## src/rtl/branch_cmp_unit_if.sv

```systemverilog
// -----------------------------------------------------------------------------
// branch_cmp_unit_if
//   Request/response bundle between the branch issue logic (master) and the
//   iterative branch comparator (slave).
//
//   Request side : req_valid, req_ready, rs1, rs2, funct3, pc, imm, flush
//   Response side: resp_valid, resp_ready, taken, target, illegal
//
//   rs1/rs2 use an ascending range: bit 0 is the MSB, so chunk i occupies
//   bits [i*CHUNK : i*CHUNK+CHUNK-1] and chunk 0 is the most significant.
// -----------------------------------------------------------------------------
interface branch_cmp_unit_if #(
  parameter int XLEN = 32
);
  logic            req_valid;
  logic            req_ready;
  logic [0:XLEN-1] rs1;
  logic [0:XLEN-1] rs2;
  logic [2:0]      funct3;
  logic [XLEN-1:0] pc;
  logic [XLEN-1:0] imm;
  logic            flush;
  logic            resp_valid;
  logic            resp_ready;
  logic            taken;
  logic [XLEN-1:0] target;
  logic            illegal;

  modport master (
    output req_valid, rs1, rs2, funct3, pc, imm, flush, resp_ready,
    input  req_ready, resp_valid, taken, target, illegal
  );

  modport slave (
    input  req_valid, rs1, rs2, funct3, pc, imm, flush, resp_ready,
    output req_ready, resp_valid, taken, target, illegal
  );
endinterface

```

## src/rtl/branch_cmp_unit.sv

```systemverilog
// -----------------------------------------------------------------------------
// branch_cmp_unit
//   Iterative branch-condition resolver. Compares rs1/rs2 CHUNK bits per cycle,
//   most significant chunk first, and returns taken/target/illegal over a
//   valid/ready handshake. Only one transaction is in flight at a time.
//
// Ports
//   clk    : clock, all state updates on posedge
//   rst_n  : synchronous active-low reset
//   bus    : branch_cmp_unit_if.slave (request, flush, response)
//
// Parameters
//   XLEN   : operand/address width
//   CHUNK  : bits compared per cycle; XLEN must be a multiple of CHUNK
//
// Configuration macro
//   BRANCH_CMP_EARLY_EXIT_EN : defined   -> leave CMP on the first differing
//                                           chunk (latency 2..N+1)
//                              undefined -> always walk all N chunks
//                                           (fixed latency N+1)
//   Results are identical in both builds.
// -----------------------------------------------------------------------------
module branch_cmp_unit #(
  parameter int XLEN  = 32,
  parameter int CHUNK = 8
) (
  input  logic             clk,
  input  logic             rst_n,
  branch_cmp_unit_if.slave bus
);

  localparam int N  = XLEN / CHUNK;
  localparam int IW = (N > 1) ? $clog2(N) : 1;

  if (XLEN % CHUNK != 0) begin : g_bad_chunk
    $error("branch_cmp_unit: XLEN must be a multiple of CHUNK");
  end

  typedef enum logic [1:0] {
    IDLE = 2'd0,
    CMP  = 2'd1,
    DONE = 2'd2
  } state_e;

  state_e          state_q, state_d;
  logic [IW-1:0]   idx_q, idx_d;
  logic [0:XLEN-1] rs1_q, rs1_d;
  logic [0:XLEN-1] rs2_q, rs2_d;
  logic [2:0]      f3_q, f3_d;
  logic [XLEN-1:0] target_q, target_d;
  logic            lt_q, lt_d;
  logic            eq_q, eq_d;
  logic            diff_q, diff_d;   // a differing chunk has already been seen
  logic            taken_q, taken_d;
  logic            illegal_q, illegal_d;

  logic [0:CHUNK-1] a_chunk, b_chunk;
  logic             chunk_ne, chunk_lt;
  logic             last_chunk, done_now;

  // Branch outcome from the final ordering flags.
  function automatic logic resolve(input logic [2:0] f3, input logic lt,
                                   input logic eq);
    case (f3)
      3'b000:  return eq;
      3'b001:  return !eq;
      3'b100,
      3'b110:  return lt;
      3'b101,
      3'b111:  return !lt;
      default: return 1'b0;
    endcase
  endfunction

  // Current chunk. For signed compares the sign bit (bit 0, only present in
  // chunk 0) is inverted on both operands so an unsigned compare of the
  // chunks yields the signed ordering.
  always_comb begin
    a_chunk = rs1_q[int'(idx_q) * CHUNK +: CHUNK];
    b_chunk = rs2_q[int'(idx_q) * CHUNK +: CHUNK];
    if ((f3_q[2:1] == 2'b10) && (idx_q == '0)) begin
      a_chunk[0] = ~a_chunk[0];
      b_chunk[0] = ~b_chunk[0];
    end
    chunk_ne   = (a_chunk != b_chunk);
    chunk_lt   = (a_chunk <  b_chunk);
    last_chunk = (idx_q == IW'(N - 1));
  end

  always_comb begin
    // NOTE: every signal driven here gets a default first so no path leaves
    // it unassigned; a missing default would infer a latch.
    state_d   = state_q;
    idx_d     = idx_q;
    rs1_d     = rs1_q;
    rs2_d     = rs2_q;
    f3_d      = f3_q;
    target_d  = target_q;
    lt_d      = lt_q;
    eq_d      = eq_q;
    diff_d    = diff_q;
    taken_d   = taken_q;
    illegal_d = illegal_q;
    done_now  = 1'b0;

    if (bus.flush) begin
      // Kill wins over everything, including a coincident response handshake.
      state_d = IDLE;
    end else begin
      case (state_q)
        IDLE: begin
          if (bus.req_valid) begin
            state_d  = CMP;
            rs1_d    = bus.rs1;
            rs2_d    = bus.rs2;
            f3_d     = bus.funct3;
            target_d = bus.pc + bus.imm;
            idx_d    = '0;
            diff_d   = 1'b0;
          end
        end

        CMP: begin
          // The first differing chunk decides the ordering; later chunks
          // cannot change it.
          if (!diff_q && chunk_ne) begin
            diff_d = 1'b1;
            lt_d   = chunk_lt;
            eq_d   = 1'b0;
          end
          if (last_chunk && !diff_q && !chunk_ne) begin
            eq_d = 1'b1;
            lt_d = 1'b0;
          end
`ifdef BRANCH_CMP_EARLY_EXIT_EN
          done_now = chunk_ne || last_chunk;
`else
          done_now = last_chunk;
`endif
          if (done_now) begin
            state_d   = DONE;
            taken_d   = resolve(f3_q, lt_d, eq_d);
            illegal_d = (f3_q[2:1] == 2'b01);
          end else begin
            idx_d = idx_q + IW'(1);
          end
        end

        DONE: begin
          if (bus.resp_ready) state_d = IDLE;
        end

        default: state_d = IDLE;
      endcase
    end
  end

  always_ff @(posedge clk) begin
    // NOTE: state is updated with non-blocking assignments so every register
    // samples the pre-edge values regardless of statement order.
    if (!rst_n) begin
      state_q   <= IDLE;
      idx_q     <= '0;
      rs1_q     <= '0;
      rs2_q     <= '0;
      f3_q      <= '0;
      target_q  <= '0;
      lt_q      <= 1'b0;
      eq_q      <= 1'b0;
      diff_q    <= 1'b0;
      taken_q   <= 1'b0;
      illegal_q <= 1'b0;
    end else begin
      state_q   <= state_d;
      idx_q     <= idx_d;
      rs1_q     <= rs1_d;
      rs2_q     <= rs2_d;
      f3_q      <= f3_d;
      target_q  <= target_d;
      lt_q      <= lt_d;
      eq_q      <= eq_d;
      diff_q    <= diff_d;
      taken_q   <= taken_d;
      illegal_q <= illegal_d;
    end
  end

  // Response side depends only on registered state: no req_* -> resp_* path.
  assign bus.req_ready  = (state_q == IDLE) && !bus.flush;
  assign bus.resp_valid = (state_q == DONE);
  assign bus.taken      = taken_q;
  assign bus.target     = target_q;
  assign bus.illegal    = illegal_q;

endmodule

```

## src/flat_wrapper.sv

```systemverilog
// flat-port wrapper written by rule: the top's interface ports become plain ports
module branch_cmp_unit_flat 
#(
  parameter int XLEN  = 32,
  parameter int CHUNK = 8
)
  (clk, rst_n, bus_req_valid, bus_rs1, bus_rs2, bus_funct3, bus_pc, bus_imm, bus_flush, bus_resp_ready, bus_req_ready, bus_resp_valid, bus_taken, bus_target, bus_illegal);
  branch_cmp_unit_if #(.XLEN(XLEN)) bus_i ();
  input  logic clk;
  input  logic rst_n;
  input wire logic [$bits(bus_i.req_valid)-1:0] bus_req_valid;
  input wire logic [$bits(bus_i.rs1)-1:0] bus_rs1;
  input wire logic [$bits(bus_i.rs2)-1:0] bus_rs2;
  input wire logic [$bits(bus_i.funct3)-1:0] bus_funct3;
  input wire logic [$bits(bus_i.pc)-1:0] bus_pc;
  input wire logic [$bits(bus_i.imm)-1:0] bus_imm;
  input wire logic [$bits(bus_i.flush)-1:0] bus_flush;
  input wire logic [$bits(bus_i.resp_ready)-1:0] bus_resp_ready;
  output wire logic [$bits(bus_i.req_ready)-1:0] bus_req_ready;
  output wire logic [$bits(bus_i.resp_valid)-1:0] bus_resp_valid;
  output wire logic [$bits(bus_i.taken)-1:0] bus_taken;
  output wire logic [$bits(bus_i.target)-1:0] bus_target;
  output wire logic [$bits(bus_i.illegal)-1:0] bus_illegal;
  assign bus_i.req_valid = bus_req_valid;
  assign bus_i.rs1 = bus_rs1;
  assign bus_i.rs2 = bus_rs2;
  assign bus_i.funct3 = bus_funct3;
  assign bus_i.pc = bus_pc;
  assign bus_i.imm = bus_imm;
  assign bus_i.flush = bus_flush;
  assign bus_i.resp_ready = bus_resp_ready;
  assign bus_req_ready = bus_i.req_ready;
  assign bus_resp_valid = bus_i.resp_valid;
  assign bus_taken = bus_i.taken;
  assign bus_target = bus_i.target;
  assign bus_illegal = bus_i.illegal;
  branch_cmp_unit #(.XLEN(XLEN), .CHUNK(CHUNK)) u_core (.clk(clk), .rst_n(rst_n), .bus(bus_i));
endmodule
```

## config.mk

```make
export PLATFORM = sky130hd
export DESIGN_NAME = branch_cmp_unit_flat
export DESIGN_NICKNAME = d
export VERILOG_FILES = /design/src/rtl/branch_cmp_unit_if.sv /design/src/rtl/branch_cmp_unit.sv /design/src/flat_wrapper.sv
export SDC_FILE = /design/constraint.sdc
export NUM_CORES = 1
export LEC_CHECK = 0
export CAP_MARGIN = 20
export CORE_MARGIN = 2
export CORE_UTILIZATION = 30
export CTS_CLUSTER_SIZE = 24
export DETAILED_ROUTE_END_ITERATION = 10
export GPL_ROUTABILITY_DRIVEN = 0
export PLACE_DENSITY = 0.67
export SETUP_SLACK_MARGIN = 0.15
export SLEW_MARGIN = 20
export SYNTH_ARGS = -nofsm -noshare
export SYNTH_HDL_FRONTEND = slang
export SYNTH_SLANG_ARGS = --single-unit
```

## constraint.sdc

```tcl
create_clock -name clk -period 3.55 [get_ports clk]
set_clock_uncertainty 0.2 [all_clocks]
set_input_delay 0.355 -clock clk [delete_from_list [all_inputs] [get_ports clk]]
set_output_delay 0.355 -clock clk [all_outputs]
set_load 0.02 [all_outputs]
```

==> results.toml <==
[logic_synthesis]
ys.warnings.count = 0
ys.flop_type = "dfxtp_1"
synthArstFlopShare_pct = 0
synth_seq_area_share_pct = 34.9
synth_seq_cells = 108
syn_area_um2 = 6200
syn_avg_cell_area_um2 = 8.16
syn_inst = 760
synth_edf_count = 0
synth_cell_types = 65
syn-num-nets = 938

[timing]
grt_setup_unrepaired = "false"
whs_ps = 253
setup_tns_ps = 0
clock.fmax_mhz = 320
drv_slew = 0
hold_viol_final = 0
min_period_ps = 3120
timing.final.crit_share_pct = 88.0
worst_slew_pin_slew_ps = 519
slew-limit-headroom_pct = 65.4
setup_viol = 0

[global_routing]
grt_remaining_overflow = 0
antenna_found_initial = 1
grt_max_degree = 68
grt_pass1_vias = 5858
grt_usage_pct = 16.3
grt_pass1_wl_mm = 29.0

[worst_setup_path]
critPathCaptureType = "flip-flop"
crit_required_ps = 3600
worstPathArrival_ps = 3170
worst_setup_path_start_kind = "input pin"
critPathKind = "in -> reg"
r2r_cells = 11
crit_end = "u_core.bus.target[30]"
crit_fanout = 5
r2r_setup_slack_ps = 450
r2r-end = "u_core.bus.taken"
critPathLaunch = "bus_imm[0]"
rr_startpoint = "u_core.idx_q[0]"

[final_layout]
final_common_cell = "nand2_1"
fin_nets = 1091
area_growth_pct = 37.0
n_antenna_cell = 0
final_cell_mix = "192 x nand2_1, 171 x clkdlybuf4s50_1, 111 x a21oi_1"
drive_gt1_share_pct = 7.84
fin_util_pct = 42.0

[clock_tree]
cts_setup_buffers = 0
clk_latency_ps = 350
cts.reportedPaths.clkPinSlew_ps = 80
cts.sinks = 108
cts_buffers = 9
htreeDepth = 3
cts_buffer_depth = 2
cts_tree = "done"
cts_root_buf = "clkbuf_16"

[die]
initial_core_util_pct = 30.6
ios = 172
die_x_um = 148
dieArea_um2 = 21800
std_cell_rows = 52
fp.dieH_um = 148
core-area_um2 = 20200

[power]
vdd_ir_drop_max_mv = 0.242
swShare_pct = 29.9
p_switching_w = 0.000957
leakagePower_nw = 3.19
power.share.sequential_pct = 41.1
p_clk_share_pct = 33.6
combPwrFrac_pct = 25.3
intPower_w = 0.00224
power_density_nw_per_um2 = 377

[min_path]
hp-class = "reg -> reg"

[route]
vias = 5880
wl_per_cell_um = 15.0
viasPerCell = 4.95
drt_pass1_iterations = 5
drtIter0Drc = 248
ant_nets = 0
wl_mm = 17.8
drc_errors = 0

[placement]
hpwl_mm = 13.4
portBuffers = 171

[job]
drv_cap = 0

[outcome]
status = "finished, final reports clean"
cells by family (layout without fill, tap and decap cells):
kind of cell             count (synthesis)  in the layout  synth area share (%)
AND/OR/NAND/NOR                        290            290                  20.6
AO/OA/AOI/OAI                          208            208                  21.1
flip-flops                             108            108                  34.9
buffers and inverters                   67            225                  4.84
adder cells (fa/ha/maj)                 42             42                  8.60
XOR/XNOR                                27             27                  3.81
multiplexers                            18             18                  6.14
power by group through the flow:
stage / clock network [W] / registers (W) / logic, W
2_1_floorplan: 0 / 0.00136 / 0.000455
3_5_place_dp: 0 / 0.00134 / 0.000807
4_1_cts: 0.00111 / 0.00131 / 0.000813
5_1_grt: 0.00115 / 0.00132 / 0.000895
6_report: 0.00108 / 0.00131 / 0.000809
3_3_place_gp: 0 / 0.00134 / 0.000801
registers in the layout (all words and copies together) (netlist names):
signal	cells
u_core.bus.taken	1
u_core.eq_q	1
u_core.diff_q	1
u_core.idx_q	2
u_core.f3_q	3
u_core.rs1_q	32
u_core.state_q	2
u_core.bus.illegal	1
u_core.rs2_q	32
u_core.bus.target	32
u_core.lt_q	1
synth_stat cells, types with 3 or more instances:
cell type | count | area (µm²)
clkbuf_8 | 4 | 55.1
o21ai_0 | 22 | 110
xor2_1 | 11 | 96.3
nand2_1 | 192 | 721
o211ai_1 | 7 | 52.6
clkbuf_1 | 34 | 128
a211oi_1 | 12 | 90.1
nor2_1 | 26 | 97.6
and3_2 | 3 | 22.5
a31oi_1 | 3 | 18.8
ha_1 | 41 | 513
nor3_1 | 10 | 50.1
mux4_2 | 16 | 360
nand2b_1 | 4 | 25.0
a21oi_2 | 3 | 26.3
a21o_1 | 20 | 150
dfxtp_1 | 108 | 2160
xnor2_1 | 16 | 140
o21bai_1 | 3 | 22.5
nand4_1 | 10 | 62.6
inv_1 | 25 | 93.8
and2_1 | 3 | 18.8
a21oi_1 | 111 | 556
o22ai_1 | 3 | 18.8
nor2b_1 | 5 | 31.3
or3_1 | 3 | 18.8
nand3_1 | 19 | 95.1
critical path, cell delays in order:
cell             delay (ps)
clkdlybuf4s50_1         470
ha_1                    170
inv_1                    60
fa_1                    410
nor2b_2                 140
o211ai_1                180
a21o_1                  240
o311ai_4                400
a21oi_2                 130
nor3_2                  210
mux2i_1                  90
a311o_1                 310
cell type report:
cell class | instances | area (µm²)
clock inverters | 7 | 92.6
repair buffers | 183 | 1830
clock buffers | 9 | 225
well taps | 270 | 338
multi-input cells | 585 | 3750
fillers | 2041 | 11700
inverters | 26 | 98.8
flip-flops and latches | 108 | 2160
worst min-delay path by stage:
stage	startpoint	end	slack (ps)	cells past startpoint
floorplan	u_core.rs1_q[16]	u_core.rs1_q[16]	230	2
global placement	u_core.rs1_q[20]	u_core.rs1_q[20]	240	2
CTS	u_core.rs2_q[23]	u_core.rs2_q[23]	260	2
finish	u_core.rs1_q[20]	u_core.rs1_q[20]	250	2
global route	u_core.rs1_q[16]	u_core.rs1_q[16]	270	2
detailed placement	u_core.rs1_q[20]	u_core.rs1_q[20]	250	2
per-layer routing:
layer | global-route usage, % | up-vias | wire length (µm)
met4 | 4.90 | 2 | 342
met1 | 21.4 | 2755 | 8290
li1 | - | 2971 | -
met2 | 26.9 | 134 | 8190
met5 | 0 | - | 13
met3 | 3.73 | 18 | 945
metrics by stage:
stage	cells	worst slack [ps]	cell area (µm²)	total power [W]
detailed placement	1172	37.1	8170	0.00215
floorplan	760	385	6200	0.00182
CTS	1188	292	8490	0.00324
global route	1188	210	8490	0.00336
finish	1188	428	8490	0.00320
global placement	1172	105	8170	0.00214
what timing repair did:
item	in CTS	in global routing
hold buffers	0	0
resized for setup	0	2
endpoints found under the setup margin	0	1
No activity file was read; power rests on OpenSTA's default activity.
